### src/rtl/controller.sv
`default_nettype none
// ============================================================================
// Module  : controller
// Brief   : Moore-style multicycle sequencer for the 8-bit stack-machine CPU.
// Revision: 1.0 - initial release
// ============================================================================
module controller (
    input  logic       clk,
    input  logic       rst,
    input  logic [2:0] opc,
    output logic [1:0] ALUOP,
    output logic       pcWriteUnCond,
    output logic       pcWriteCond,
    output logic       IorD,
    output logic       memRead,
    output logic       memWrite,
    output logic       IRWrite,
    output logic       MtoS,
    output logic       push,
    output logic       pop,
    output logic       tos,
    output logic       ldA,
    output logic       ldB,
    output logic       srcA,
    output logic       srcB,
    output logic       pcSrc,
    output logic       done
);

    typedef enum logic [3:0] {
        FETCH   = 4'd0,
        DECODE  = 4'd1,
        POPA    = 4'd2,
        POPB    = 4'd3,
        EXEC    = 4'd4,
        PUSHRES = 4'd5,
        MEMRD   = 4'd6,
        PUSHMEM = 4'd7,
        MEMWR   = 4'd8,
        JUMP    = 4'd9,
        BRZ     = 4'd10
    } state_e;

    // Plain vector so encodings 11-15 remain representable and recoverable.
    logic [3:0] r_state;
    state_e     w_next;

    always_ff @(posedge clk or negedge rst) begin
        if (!rst) begin
            r_state <= FETCH;
        end else begin
            r_state <= w_next;
        end
    end

    always_comb begin
        w_next = FETCH;
        case (r_state)
            FETCH:  w_next = DECODE;
            DECODE: begin
                case (opc)
                    3'b100:  w_next = MEMRD;
                    3'b110:  w_next = JUMP;
                    3'b111:  w_next = BRZ;
                    default: w_next = POPA;
                endcase
            end
            POPA: begin
                case (opc)
                    3'b000, 3'b001, 3'b010: w_next = POPB;
                    3'b011:                 w_next = EXEC;
                    3'b101:                 w_next = MEMWR;
                    default:                w_next = FETCH;
                endcase
            end
            POPB:    w_next = EXEC;
            EXEC:    w_next = PUSHRES;
            MEMRD:   w_next = PUSHMEM;
            default: w_next = FETCH;
        endcase
    end

    // Outputs are gated by rst so they drop immediately when reset asserts.
    always_comb begin
        ALUOP         = 2'b00;
        pcWriteUnCond = 1'b0;
        pcWriteCond   = 1'b0;
        IorD          = 1'b0;
        memRead       = 1'b0;
        memWrite      = 1'b0;
        IRWrite       = 1'b0;
        MtoS          = 1'b0;
        push          = 1'b0;
        pop           = 1'b0;
        tos           = 1'b0;
        ldA           = 1'b0;
        ldB           = 1'b0;
        srcA          = 1'b0;
        srcB          = 1'b0;
        pcSrc         = 1'b0;
        done          = 1'b0;
        if (rst) begin
            case (r_state)
                FETCH: begin
                    memRead       = 1'b1;
                    IRWrite       = 1'b1;
                    srcA          = 1'b1;
                    srcB          = 1'b1;
                    pcWriteUnCond = 1'b1;
                end
                DECODE: tos = 1'b1;
                POPA: begin
                    pop = 1'b1;
                    ldA = 1'b1;
                end
                POPB: begin
                    pop = 1'b1;
                    ldB = 1'b1;
                end
                EXEC: ALUOP = opc[1:0];
                PUSHRES: begin
                    push = 1'b1;
                    done = 1'b1;
                end
                MEMRD: begin
                    IorD    = 1'b1;
                    memRead = 1'b1;
                end
                PUSHMEM: begin
                    MtoS = 1'b1;
                    push = 1'b1;
                    done = 1'b1;
                end
                MEMWR: begin
                    IorD     = 1'b1;
                    memWrite = 1'b1;
                    done     = 1'b1;
                end
                JUMP: begin
                    pcSrc         = 1'b1;
                    pcWriteUnCond = 1'b1;
                    done          = 1'b1;
                end
                BRZ: begin
                    pcSrc       = 1'b1;
                    pcWriteCond = 1'b1;
                    done        = 1'b1;
                end
                default: ;
            endcase
        end
    end

endmodule
`default_nettype wire

### config.mk
export PLATFORM = sky130hd
export DESIGN_NAME = controller
export DESIGN_NICKNAME = d
export VERILOG_FILES = /design/src/rtl/controller.sv
export SDC_FILE = /design/constraint.sdc
export NUM_CORES = 1
export LEC_CHECK = 0
export BUFFER_PORTS_ARGS = -buffer_cell sky130_fd_sc_hd__buf_4
export CAP_MARGIN = 5
export CORE_MARGIN = 2
export CORE_UTILIZATION = 30
export CTS_CLUSTER_SIZE = 8
export DETAILED_ROUTE_END_ITERATION = 8
export PLACE_DENSITY = 0.52
export SETUP_SLACK_MARGIN = 0.2
export SLEW_MARGIN = 40
export SYNTH_ARGS = -nofsm -noshare
export SYNTH_HDL_FRONTEND = slang
export SYNTH_SLANG_ARGS = --single-unit
### constraint.sdc
create_clock -name clk -period 1.9 [get_ports clk]
set_clock_uncertainty 0.05 [all_clocks]
set_input_delay 0.38 -clock clk [delete_from_list [all_inputs] [get_ports clk]]
set_output_delay 0.38 -clock clk [all_outputs]
set_load 0.02 [all_outputs]
==> results of run 1 <==
cells in the mapped netlist (3+ instances only):
master	n	area, um2
and3_1	4	25.0
buf_4	5	37.5
dfrtp_1	4	100
nand2_1	6	22.5
nand2b_1	4	25.0
nor2_1	10	37.5
nor2b_1	3	18.8
nor3_1	4	20.0
cell families after synthesis:
family / count (synthesis) / synth area share (%)
compound gates: 11 / 18.8
buf+inv: 8 / 10.8
mux: 1 / 2.12
flops: 4 / 21.2
simple gates: 41 / 47.1
stage by stage:
| stage | hold slack [ns] | setup slack [ns] | cells |
|---|---|---|---|
| finish | 0.336 | 0.152 | 116 |
| global route | 0.349 | 0.0907 | 116 |
| CTS | 0.322 | 0.124 | 111 |
| detailed placement | 0.148 | 0.251 | 98 |
| global placement | 0.148 | 0.260 | 98 |
| floorplan | 0.0344 | 0.202 | 65 |
worst max-delay path, cell delays in order (launching register included):
cell     delay, ns
dfrtp_2       0.45
nor2b_4       0.19
and2_4        0.17
and3_1        0.16
buf_6         0.12
power breakdown:
| part | switching [mW] | internal [mW] |
|---|---|---|
| Sequential | 0.0659 | 0.127 |
| Combinational | 0.438 | 0.454 |
| Clock | 0.0381 | 0.0709 |
layer usage:
metal  part of all wire (%)  routed length [um]  vias up
met2                     47                 671       19
met1                     43                 622      271
met4                    3.4                  49        0
met5                      0                   0        -
met3                    6.3                  91        4
li1                       -                   -      298
final timing paths:
check                            from         end  slack, ns  cells past startpoint
setup / recovery           r_state[3]    ALUOP[0]       0.15                      4
hold / removal                 opc[1]  r_state[1]       0.34                      2
setup reg to reg           r_state[2]  r_state[1]       0.49                      5
hold reg to reg            r_state[3]  r_state[2]       0.60                      2
max in group asynchronous         rst  r_state[0]       1.10                      2
min in group asynchronous         rst  r_state[2]       0.50                      2
cells in the final DEF, fill, tap and decap left out, drive strengths merged, types with 2 or more instances in the layout:
master	Yosys	final
nand2	6	6
nor2b	3	3
dfrtp	4	4
and3	4	4
nor3b	2	2
nand3b	2	2
a21oi	2	2
buf	7	37
nand2b	4	4
nor2	11	11
a31oi	2	2
clkbuf	0	4
and2	2	2
nor3	4	4
layout make-up:
| type | count | area, um2 |
|---|---|---|
| Fill cell | 144 | 644 |
| Multi-Input combinational cell | 53 | 378 |
| Timing Repair Buffer | 39 | 315 |
| Sequential cell | 4 | 105 |
| Clock buffer | 3 | 22.5 |
| Tap cell | 16 | 20.0 |
| Inverter | 1 | 3.75 |
what timing repair did:
item,in CTS,in global routing
pin swaps,2,4
endpoints found under the setup margin,18,17
hold endpoints to repair,4,0
resized for setup,9,12
setup buffers,9,5
hold buffers,1,0
==> flow_summary.toml, run 1 <==
[logic_synthesis]
synth_edf_count = 0
synth_area_per_cell_um2 = 7.28
ys_seq_area_share_pct = 21.2
ys_ff_latch = 4
synth_fp_nets = 70
ys.flop_type = "dfrtp_1"
synthCells = 65
synth_async_sr_flop_share_pct = 100
ys_warn_count = 0
synth_cell_types = 27
syn_area_um2 = 473

[cells_and_area]
max_flop_register = "r_state"
syn2layout_area_growth_pct = 78.6
final_util_pct = 56.7
final_area_um2 = 845
largest_register_ffs = 4
drive_gt1_share_pct = 59.0
antenna_cells = 0
reg_top3 = "r_state x4"
nets = 107

[clock_tree]
worstSkewPairLatency_ns = 0.24
clk_pin_slew_ns = 0.04
clockRootBuffer = "clkbuf_4"
htree_num_levels = 1
cts_made_buffers = 3
clkSinkCount = 4
clk_path_buf_depth = 2
cts_tree = "done"

[worst_setup_path]
worstPathRequired_ns = 1.47
cp-start-kind = "register"
critPathKind = "register to output pin"
crit_path_end_kind = "output pin"
arrival_ns = 1.32
worstPathMaxFanout = 7

[routing]
routed_via_density = 5.10
wl_per_cell_um = 12.4
dr.pass1.iters = 2
ant_nets = 0
drt_iter0_drc = 5
drc_errors = 0
num_vias = 592
routed_wl_mm = 1.44

[floorplan]
io_pins = 23
core_area_um2 = 1490
start_util_pct = 31.8
core.rowCount = 14
dieArea_um2 = 1910
die_w_um = 43.7
die_h_um = 43.7

[timing]
finalMaxSlewViolations = 0
rsz0062_at_grt = "yes"
min_period_over_period_pct = 92.0
timing.fmax_ghz = 0.572
setup_violations = 0
relSlewSlack_pct = 82.9
min_period_ns = 1.75
worstMarginPinSlew_ns = 0.256
finalHoldViolCount = 0
tns_ns = 0

[placed_design]
port_buffers = 22
dpl_cell_area_um2 = 652
gp_congestion = 0.714
dp_hpwl_um = 957

[pwr]
leakage_nw = 0.395
power_mw = 1.19
power_density_nw_per_um2 = 1410
ir_drop_uv = 484

[global_route]
grt_max_degree = 9
grt_use_met3_pct = 2.08
grt_pass1_wl_mm = 2.33
grt_use_met2_pct = 26.2
grt_pass1_vias = 505
grt_use_met1_pct = 21.0
antenna_found_initial = 0
overflow = 0
grt_usage_pct = 17.1
grt_most_used_layer = "met2"

[run_status]
status = "completed"

[job]
maxCapViolCount = 0

[worst_hold_path]
hold_class = "primary input to register"
No activity file was read; power rests on OpenSTA's default activity.
==> inputs of run 2 (changes only) <==
Settings changed: CTS_BUF_LIST set to sky130_fd_sc_hd__clkbuf_16.
==> flow_summary.toml, run 2 (synthesized netlist as in run 1, its figures left out) <==
[timing]
whs_ns = 0.344
worstMarginPinSlew_ns = 0.218
finalMaxSlewViolations = 0
timing.fmax_ghz = 0.571
setup_violations = 0
tns_ns = 0
finalHoldViolCount = 0
relSlewSlack_pct = 85.2
min_period_ns = 1.75
min_period_over_period_pct = 92.2
rsz0062_at_grt = "yes"

[clock_tree]
worstSkewPairLatency_ns = 0.22
clkSinkCount = 4
clockRootBuffer = "clkbuf_16"
cts_tree = "done"
htree_num_levels = 1
cts_made_buffers = 3
clk_pin_slew_ns = 0.03
clk_path_buf_depth = 2

[job]
maxCapViolCount = 0

[worst_hold_path]
hp-start = "opc[1]"
hold_class = "primary input to register"
hold_path_end = "r_state[1]"
holdPathStages = 2

[global_route]
grt_pass1_vias = 532
grt_usage_pct = 18.0
grt_use_met3_pct = 3.33
grt_pass1_wl_mm = 2.48
grt_most_used_layer = "met2"
antenna_found_initial = 0
grt_use_met1_pct = 22.3
overflow = 0
grt_use_met2_pct = 28.8
grt_max_degree = 14

[floorplan]
start_util_pct = 31.8
core_area_um2 = 1490
dieArea_um2 = 1910
core.rowCount = 14
io_pins = 23
die_h_um = 43.7
die_w_um = 43.7

[placed_design]
gp_congestion = 0.714
dp_hpwl_um = 957
dp_cells = 98
port_buffers = 22
dpl_cell_area_um2 = 652

[pwr]
switchingPower_mw = 0.552
ir_drop_uv = 670
comb_power_share_pct = 61.8
leakage_nw = 0.379
p_int_mw = 0.802
power_mw = 1.35
pwr-share-seq_pct = 13.9
p_sw_share_pct = 40.7
clkPwrFrac_pct = 24.3
power_density_nw_per_um2 = 1610

[worst_setup_path]
critPathKind = "register to output pin"
r2r-end = "r_state[1]"
slowest_stage = "dfrtp_2"
worstPathCellList = "nor2b_4 > and2_4 > and3_1 > buf_6"
critical_path.startpoint = "r_state[3]"
r2r-start = "r_state[2]"
rr_worst_depth = 5
worstPathRequired_ns = 1.47
arrival_ns = 1.32
max_stage_delay_ns = 0.45
cp_num_buf_inv = 1
cp-start-kind = "register"
crit_family = "simple AND/OR/NAND/NOR gates"
reg2reg_slack_ns = 0.47
crit_path_end_kind = "output pin"
worstPathMaxFanout = 7

[routing]
wl_per_cell_um = 13.6
drc_errors = 0
drt_iter0_drc = 12
dr.pass1.iters = 2
routed_wl_mm = 1.48
num_vias = 574
routed_via_density = 5.27
ant_nets = 0

[cells_and_area]
reg_top3 = "r_state x4"
final_area_um2 = 840
filler_cell_count = 140
mostFrequentLayoutCells = "24 x buf_4, 10 x nor2_1, 6 x nand2_1, 5 x buf_6"
nets = 100
max_flop_register = "r_state"
largest_register_ffs = 4
fin_cells = 109
drive_gt1_share_pct = 51.6
syn2layout_area_growth_pct = 77.5
antenna_cells = 0
layout_commonest_cell = "buf_4"

[run_status]
status = "completed"
## run 2: metal layers
| layer | vias up | part of all wire [%] |
|---|---|---|
| li1 | 286 | - |
| met1 | 270 | 44 |
| met2 | 16 | 49 |
| met3 | 2 | 5.9 |
| met4 | 0 | 0.95 |
| met5 | - | 0 |
## run 2: worst max-delay path by stage
| stage | end | slack, ns | cells past startpoint |
|---|---|---|---|
| detailed placement | MtoS | 0.25 | 5 |
| CTS | srcB | 0.14 | 4 |
| finish | MtoS | 0.15 | 4 |
| global placement | MtoS | 0.26 | 5 |
| global route | IorD | 0.09 | 4 |
| floorplan | IorD | 0.20 | 4 |
## run 2: layout make-up
| class | count | area (um2) | share of cell area (%) |
|---|---|---|---|
| multi-input cells | 53 | 365 | 43.5 |
| repair buffers | 32 | 270 | 32.2 |
| flip-flops and latches | 4 | 105 | 12.5 |
| clock buffers | 3 | 75.1 | 8.94 |
| well taps | 16 | 20.0 | 2.38 |
| inverters | 1 | 3.75 | 0.447 |
## run 2: power groups by stage
stage | combinational [mW] | clock, mW | sequential (mW)
detailed placement | 0.606 | 0 | 0.225
CTS | 0.808 | 0.333 | 0.183
floorplan | 0.545 | 0 | 0.138
finish | 0.837 | 0.329 | 0.188
global placement | 0.602 | 0 | 0.227
global route | 0.907 | 0.335 | 0.191
## run 2: metrics by stage
stage	setup slack [ns]	util (%)
5_1_grt	0.0883	56.4
6_report	0.147	56.4
2_1_floorplan	0.202	-
3_5_place_dp	0.251	43.8
3_3_place_gp	0.260	43.8
4_1_cts	0.142	55.0
## run 2: repair_timing
action                                  in CTS  in global routing
hold endpoints to repair                     4                  0
hold buffers                                 1                  0
gates resized for setup                      9                  6
endpoints found under the setup margin      17                 15
pin swaps                                    2                  2
setup buffers                                7                  0
